`config.mk`:
```
export PLATFORM = sky130hd
export DESIGN_NAME = elevator_scheduler
export DESIGN_NICKNAME = d
export VERILOG_FILES = /design/src/rtl/elevator_scheduler.sv
export SDC_FILE = /design/constraint.sdc
export NUM_CORES = 1
export LEC_CHECK = 0
export ABC_AREA = 1
export CORE_AREA = 2 2 53 55
export CTS_CLUSTER_DIAMETER = 50
export DETAILED_ROUTE_END_ITERATION = 12
export DIE_AREA = 0 0 55 57
export PLACE_DENSITY = 0.87
export REMOVE_ABC_BUFFERS = 1
export SLEW_MARGIN = 20
export SYNTH_ARGS = -nofsm -noshare
export SYNTH_HDL_FRONTEND = slang
export SYNTH_SLANG_ARGS = --single-unit
```
`constraint.sdc`:
```
create_clock -name clk -period 2 [get_ports clk]
set_input_delay 0.2 -clock clk [delete_from_list [all_inputs] [get_ports clk]]
set_output_delay 0.2 -clock clk [all_outputs]
set_load 0.05 [all_outputs]
```
`src/rtl/elevator_scheduler.sv`:
```
// rtl/elevator_scheduler.sv - four-floor elevator car scheduler
// Latches floor requests, picks travel direction, dwells at floors and handles fire recall.
module elevator_scheduler #(
  parameter int DOOR_CYCLES = 8
) (
  input  logic       clk,
  input  logic       rst,
  input  logic [3:0] req,
  input  logic [1:0] cur_floor,
  input  logic       overload,
  input  logic       firealarm,
  input  logic       person_detected,
  output logic       move_up,
  output logic       move_down,
  output logic       door_open,
  output logic [3:0] pending,
  output logic [2:0] state
);

  typedef enum logic [2:0] {
    S_IDLE = 3'd0,
    S_UP   = 3'd1,
    S_DOWN = 3'd2,
    S_DOOR = 3'd3,
    S_FIRE = 3'd4
  } state_t;

  localparam logic [7:0] DWELL_LOAD = 8'(DOOR_CYCLES - 1);

  state_t     r_state;
  logic [3:0] r_pending;
  logic [7:0] r_cnt;
  logic       r_dir_up;

  logic [3:0] w_here;
  logic [3:0] w_above_mask;
  logic [3:0] w_below_mask;
  logic [3:0] w_merged;
  logic [3:0] w_served;
  logic       w_at_floor;
  logic       w_any_above;
  logic       w_any_below;
  logic       w_hold;

  always_comb begin
    w_here       = '0;
    w_above_mask = '0;
    w_below_mask = '0;
    for (int i = 0; i < 4; i++) begin
      w_here[i]       = (2'(i) == cur_floor);
      w_above_mask[i] = (2'(i) > cur_floor);
      w_below_mask[i] = (2'(i) < cur_floor);
    end
  end

  assign w_merged    = r_pending | req;
  assign w_served    = w_merged & ~w_here;
  assign w_at_floor  = |(r_pending & w_here);
  assign w_any_above = |(r_pending & w_above_mask);
  assign w_any_below = |(r_pending & w_below_mask);
  assign w_hold      = person_detected | overload | (|(req & w_here));

  // Motor and door commands depend only on state and position, so reset drops them at once.
  assign move_up   = (r_state == S_UP) && (cur_floor != 2'd3);
  assign move_down = ((r_state == S_DOWN) || (r_state == S_FIRE)) && (cur_floor != 2'd0);
  assign door_open = (r_state == S_DOOR) || ((r_state == S_FIRE) && (cur_floor == 2'd0));
  assign pending   = r_pending;
  assign state     = r_state;

  always_ff @(posedge clk or negedge rst) begin
    if (!rst) begin
      r_state   <= S_IDLE;
      r_pending <= '0;
      r_cnt     <= '0;
      r_dir_up  <= 1'b1;
    end else if (firealarm) begin
      r_state   <= S_FIRE;
      r_pending <= '0;
      r_cnt     <= '0;
    end else begin
      case (r_state)
        S_IDLE: begin
          r_pending <= w_merged;
          if (w_at_floor) begin
            r_state   <= S_DOOR;
            r_pending <= w_served;
            r_cnt     <= DWELL_LOAD;
          end else if (!overload) begin
            if (w_any_above && w_any_below) r_state <= r_dir_up ? S_UP : S_DOWN;
            else if (w_any_above)           r_state <= S_UP;
            else if (w_any_below)           r_state <= S_DOWN;
          end
        end
        S_UP: begin
          r_dir_up  <= 1'b1;
          r_pending <= w_merged;
          if (w_at_floor) begin
            r_state   <= S_DOOR;
            r_pending <= w_served;
            r_cnt     <= DWELL_LOAD;
          end else if (!w_any_above) begin
            r_state <= S_IDLE;
          end
        end
        S_DOWN: begin
          r_dir_up  <= 1'b0;
          r_pending <= w_merged;
          if (w_at_floor) begin
            r_state   <= S_DOOR;
            r_pending <= w_served;
            r_cnt     <= DWELL_LOAD;
          end else if (!w_any_below) begin
            r_state <= S_IDLE;
          end
        end
        S_DOOR: begin
          // A call for the floor being served keeps the door open instead of re-latching.
          r_pending <= w_served;
          if (w_hold)             r_cnt   <= DWELL_LOAD;
          else if (r_cnt == 8'd0) r_state <= S_IDLE;
          else                    r_cnt   <= r_cnt - 8'd1;
        end
        S_FIRE: begin
          r_pending <= '0;
          if (cur_floor == 2'd0) begin
            r_state  <= S_IDLE;
            r_dir_up <= 1'b1;
          end
        end
        default: begin
          r_state <= S_IDLE;
        end
      endcase
    end
  end

endmodule

```
==> results of run 1 <==
==> worst paths after layout <==
path	end	startpoint	cells past startpoint
min	r_cnt[0]$_DFFE_PN0P_	rst	2
min reg2reg	r_dir_up$_DFFE_PN1P_	r_dir_up$_DFFE_PN1P_	2
min in group clk	r_dir_up$_DFFE_PN1P_	r_dir_up$_DFFE_PN1P_	2
max in group asynchronous	r_dir_up$_DFFE_PN1P_	rst	2
max reg2reg	r_cnt[4]$_DFFE_PN0P_	r_cnt[0]$_DFFE_PN0P_	10
max	move_down	state[0]$_DFFE_PN0P_	4
==> kinds of logic after synthesis <==
| family | Yosys count |
|---|---|
| AND/OR/NAND/NOR | 105 |
| AO/OA/AOI/OAI | 33 |
| buffers and inverters | 30 |
| flip-flops | 16 |
| XOR/XNOR | 5 |
| adder cells (fa/ha/maj) | 2 |
==> power by group through the flow <==
stage | Combinational [mW] | Clock, mW | Sequential [mW]
finish | 0.333 | 0.185 | 0.360
global route | 0.366 | 0.205 | 0.362
CTS | 0.307 | 0.193 | 0.360
detailed placement | 0.306 | 0 | 0.366
global placement | 0.302 | 0 | 0.366
floorplan | 0.174 | 0 | 0.388
==> routing by layer <==
metal,vias up,track usage,part of all wire,routed length (um)
li1,686,-,-,-
met1,616,0.279,0.44,1330
met2,37,0.357,0.49,1470
met3,5,0.0262,0.054,162
met4,0,0.0906,0.017,50
met5,-,0,0,0
==> area by class of cell <==
type / instances / area (um2)
fill: 239 / 958
multi-input combinational: 145 / 759
sequential: 16 / 402
timing repair buffer: 31 / 325
inverter: 28 / 105
tap: 31 / 38.8
clock buffer: 4 / 26.3
==> layout by cell type (no fill, tap or decap) <==
cell,count
dfrtp_1,15
nand2_2,8
dfstp_2,1
nor3_1,6
o31ai_1,1
buf_4,10
ha_1,2
or2_2,1
nor2_4,1
a21oi_4,1
clkbuf_1,1
nand3_4,1
xor2_1,4
a21oi_1,6
clkinv_1,2
o21ai_2,6
o21ai_4,1
o21ai_1,3
o21ai_0,10
clkdlybuf4s50_1,17
inv_1,25
clkbuf_4,3
buf_12,4
nand4_1,2
nand3_1,12
a31oi_1,4
nand2_1,49
nor2_2,2
xnor2_1,1
inv_2,1
a211oi_1,1
nor2_1,23
==> sequential cells by signal (all words and copies together) (netlist names) <==
| register | flops |
|---|---|
| r_cnt | 8 |
| state | 3 |
| r_dir_up | 1 |
| pending | 4 |
==> what timing repair did <==
item / 4_1_cts / 5_1_grt
endpoints found under the setup margin: 0 / 2
gates resized for setup: 0 / 1
buffers inserted: 0 / 5
==> flow_summary.toml, run 1 <==
[sta]
setup-violations-final = 0
finalMaxSlewViolations = 0
fmax_mhz = 553
worst_pin_slew_ns = 0.504
hold_ws_ns = 0.220
hold_violations = 0
rsz0062_at_grt = "false"
final.setup_skew_ns = 0.00397
worst_slack_ns = 0.192
min_period_over_period = 0.904
final.setup.tns_ns = 0
max_slew_margin = 0.663
fin_crit_ns = 1.81

[drt]
vias_per_cell = 5.27
routedWlPerCell_um = 11.8
drtAntennaViolNets = 0
firstDrtPassIters = 4
routed_wl_um = 3010
vias = 1344
drtIter0Drc = 44
drc = 0

[finish]
final_core_util = 0.633
nNetsFinal = 238
fin_cells = 255
final_area_um2 = 1660
drive_gt1_frac = 0.179
synthToLayoutAreaGrowth_pct = 29.3
num_antenna_cells = 0

[logic_synthesis]
synth_warnings = 0
synth_top_flop_cell = "dfrtp_1"
synth_area_leaders = "dfrtp_1 29%, nand2_1 14%, inv_1 7.3%"
seq_area_frac_synth = 0.313
synth_top_family_by_area = "simple AND/OR/NAND/NOR gates"
avgSynthCellArea_um2 = 6.71
synth.area.mux_share = 0
async_flop_share = 1.00
ys_types = 29
yosysTopAreaCell = "dfrtp_1"
synth_top_area_frac = 0.293
synth_edf_count = 0
synth_common_cells = "49 x nand2_1, 25 x inv_1, 23 x nor2_1"
yosysMostFrequentCell = "nand2_1"
synth-seq-cells = 16
synth_compound_area_frac = 0.172
synthSimpleGateAreaFrac = 0.367
synth_fa_ha_area_frac = 0.0195
synth_area_um2 = 1280
syn_inst = 191
synth_xor_area_frac = 0.0342

[setup_path]
cp_cell_sequence = "nor2_1 -> nand2_1 -> a21oi_1 -> buf_12"
crit_slowest_cell = "dfrtp_1"
worstSetupEndpointType = "primary output"
startpoint_type = "register"
cp_data_arrival_time_ns = 1.61
slowest_delay_ns = 0.45
crit_buf_inv = 1
r2r_setup_slack_ns = 0.35
crit_family = "flip-flops"
path_class = "reg -> out"
cp_max_fo = 7
required_ns = 1.80

[clock_tree]
cts-root-buf = "clkbuf_4"
clk_pin_slew_ns = 0.10
clock_latency_ns = 0.29
hold_buffers = 0
cts_max_path_buffers = 2
cts_tree = "done"
clkSinkCount = 16
cts_buffers = 3
htreeDepth = 1

[pwr]
power_density_nw_per_um2 = 530
pwr-share-clk = 0.210
peakVddDrop_mv = 0.387
power.leakage_nw = 0.808
internal_power_uw = 556
swShare = 0.367
power_uw = 877
power_frac_comb = 0.380
power_frac_seq = 0.410
p_sw_uw = 322

[placement]
numPortBuffers = 20
place_congestion = 0.874
place_ws_ns = -0.0837
place_area_um2 = 1580
hpwl_um = 2240
dp_cells = 246

[floorplanning]
die_w_um = 55
initial_core_util = 0.490
die_y_um = 57
fp.dieArea_um2 = 3140
rows = 19
core_um2 = 2620
io_pins = 21

[global_route]
antenna_found_initial = 0
grt_util_all_layers = 0.216
grt_pass1_vias = 1192
grt_pass1_wl_um = 5010
grt_overflow = 0
grt_max_degree = 17

[hold_path]
hold_class = "in -> async"

[flow_run]
cap_viol_max_count = 0

[status]
outcome = "complete, no violations"
No activity file was read; power rests on OpenSTA's default activity.
==> inputs of run 2 (changes only) <==
- ABC_AREA: 1 -> unset
- CORE_AREA: 2 2 53 55 -> 2 2 51 53
- DIE_AREA: 0 0 55 57 -> 0 0 53 55
- PLACE_DENSITY: 0.87 -> 0.88
- SETUP_SLACK_MARGIN: unset -> 0.05
==> flow_summary.toml, run 2 <==
[placement]
hpwl_um = 2520
place_area_um2 = 1560
numPortBuffers = 20
place_congestion = 1.02

[setup_path]
cpMostUsedCell = "or4_4"
worst_r2r_path_depth = 4
timing.rr.start = "state[2]$_DFFE_PN0P_"
required_ns = 2.22
cp_data_arrival_time_ns = 2.31
cp_max_fo = 5
path_class = "in -> reg"
crit_path_start = "firealarm"
r2r_setup_slack_ns = -0.07
crit_slowest_cell = "or4bb_1"
cp_cell_sequence = "clkdlybuf4s50_1 -> or4bb_1 -> or4_4 -> or4_4 -> o21ai_2"
slowest_delay_ns = 0.56
startpoint_type = "input pin"
r2r_end = "r_cnt[6]$_DFFE_PN0P_"
worstSetupEndpointType = "register"
endpoint = "r_cnt[6]$_DFFE_PN0P_"

[sta]
worst_slack_ns = -0.0828
final.setup.tns_ns = -0.182
worst_pin_slew_ns = 0.738
finalMaxSlewViolations = 0
hold_ws_ns = 0.339
rsz0062_at_grt = "true"
fin_crit_ns = 2.08
setup-violations-final = 6
fmax_mhz = 480
hold_violations = 0
max_slew_margin = 0.507
min_period_over_period = 1.04
final.setup_skew_ns = 0.00453

[drt]
firstDrtPassIters = 4
routed_wl_um = 3510
vias = 1320
vias_per_cell = 6.57
drc = 0
drtIter0Drc = 50
routedWlPerCell_um = 17.5
drtAntennaViolNets = 0

[clock_tree]
hold_buffers = 0
cts-root-buf = "clkbuf_4"
cts_buffers = 3
htreeDepth = 1
clock_latency_ns = 0.29
cts_max_path_buffers = 2
clk_pin_slew_ns = 0.10
cts_tree = "done"
clkSinkCount = 16

[finish]
final_area_um2 = 1680
final_core_util = 0.709
num_antenna_cells = 0
nNetsFinal = 185
final_common_cell = "buf_4"
drive_gt1_frac = 0.263
synthToLayoutAreaGrowth_pct = 42.4
regMostFlops = "r_cnt"
final_cell_mix = "21 x buf_4, 15 x clkdlybuf4s50_1, 15 x dfrtp_1"
largest_register_ff_count = 8

[logic_synthesis]
synth_edf_count = 0
yosysTopAreaCell = "dfrtp_1"
synth_top_area_frac = 0.319
synth_area_leaders = "dfrtp_1 32%, o21ai_0 3.8%, nor2_1 3.5%"
synth_area_um2 = 1180
synth_top_flop_cell = "dfrtp_1"
syn_inst = 132
synth_warnings = 0
synth-seq-cells = 16
synth_common_cells = "15 x dfrtp_1, 11 x nor2_1, 9 x o21ai_0"
yosysMostFrequentCell = "dfrtp_1"
avgSynthCellArea_um2 = 8.92
seq_area_frac_synth = 0.341
ys_types = 50
async_flop_share = 1.00

[status]
outcome = "complete, but fails checks"
violations = "negative setup slack"

[floorplanning]
core_um2 = 2360
die_w_um = 53
rows = 18
fp.dieArea_um2 = 2920
initial_core_util = 0.498
io_pins = 21
die_y_um = 55

[global_route]
grt_pass1_wl_um = 5620
grt_max_degree = 17
grt_overflow = 0
antenna_found_initial = 0
grt_pass1_vias = 1260
grt_util_all_layers = 0.265

[flow_run]
cap_viol_max_count = 0

[pwr]
power.leakage_nw = 0.709
peakVddDrop_mv = 0.758
power_density_nw_per_um2 = 836

[hold_path]
hold_class = "in -> async"
## run 2: repair_timing
item	in CTS	in global routing
gates resized for setup	6	14
endpoints found under the setup margin	12	12
setup buffers	1	0
pin swaps	5	2
## run 2: power by group
| part | internal, mW | switching (mW) |
|---|---|---|
| combinational | 0.319 | 0.466 |
| clock | 0.111 | 0.104 |
| sequential | 0.371 | 0.0311 |
| total | 0.801 | 0.601 |
## run 2: routing by layer
metal	vias up	wire length, um	track usage
li1	596	-	-
met1	619	1350	0.301
met2	88	1770	0.475
met3	17	263	0.0484
met4	0	125	0.141
met5	-	0	0
## run 2: stage by stage
step | power (mW) | worst slack (ns) | instances
2_1_floorplan | 0.829 | -1.56 | 125
3_3_place_gp | 1.12 | -0.432 | 196
3_5_place_dp | 1.14 | -0.538 | 196
5_1_grt | 1.49 | -0.0900 | 201
4_1_cts | 1.37 | -0.0363 | 201
6_report | 1.40 | -0.0828 | 201
## run 2: cells by family after synthesis
group / synth area share
adders and majority gates: 0.0213
and+or+nand+nor: 0.191
xor gates and xnor gates: 0.00744
muxes: 0.0499
AOI/OAI and AO/OA: 0.328
buffers and inverters: 0.0606
DFF: 0.341
## run 2: worst min-delay path by stage
stage                             endpoint  slack (ns)  cells after the start
floorplan           pending[0]$_DFFE_PN0P_        -0.1                      0
global placement      r_cnt[7]$_DFFE_PN0P_        0.46                      1
detailed placement    r_cnt[7]$_DFFE_PN0P_        0.48                      1
CTS                   r_cnt[6]$_DFFE_PN0P_        0.36                      1
global route        pending[3]$_DFFE_PN0P_        0.33                      3
finish                r_cnt[3]$_DFFE_PN0P_        0.34                      1
## run 2: critical path, delay by kind of cell
kind / cells / cell delay [ns]
compound gates: 1 / 0.13
buf+inv: 1 / 0.44
simple gates: 3 / 1.54
## run 2: final cells by class
class / count / area (um2)
Clock buffer: 4 / 36.3
Tap cell: 30 / 37.5
Fill cell: 172 / 688
Timing Repair Buffer: 42 / 400
Inverter: 8 / 30.0
Multi-Input combinational cell: 101 / 771
Sequential cell: 16 / 402
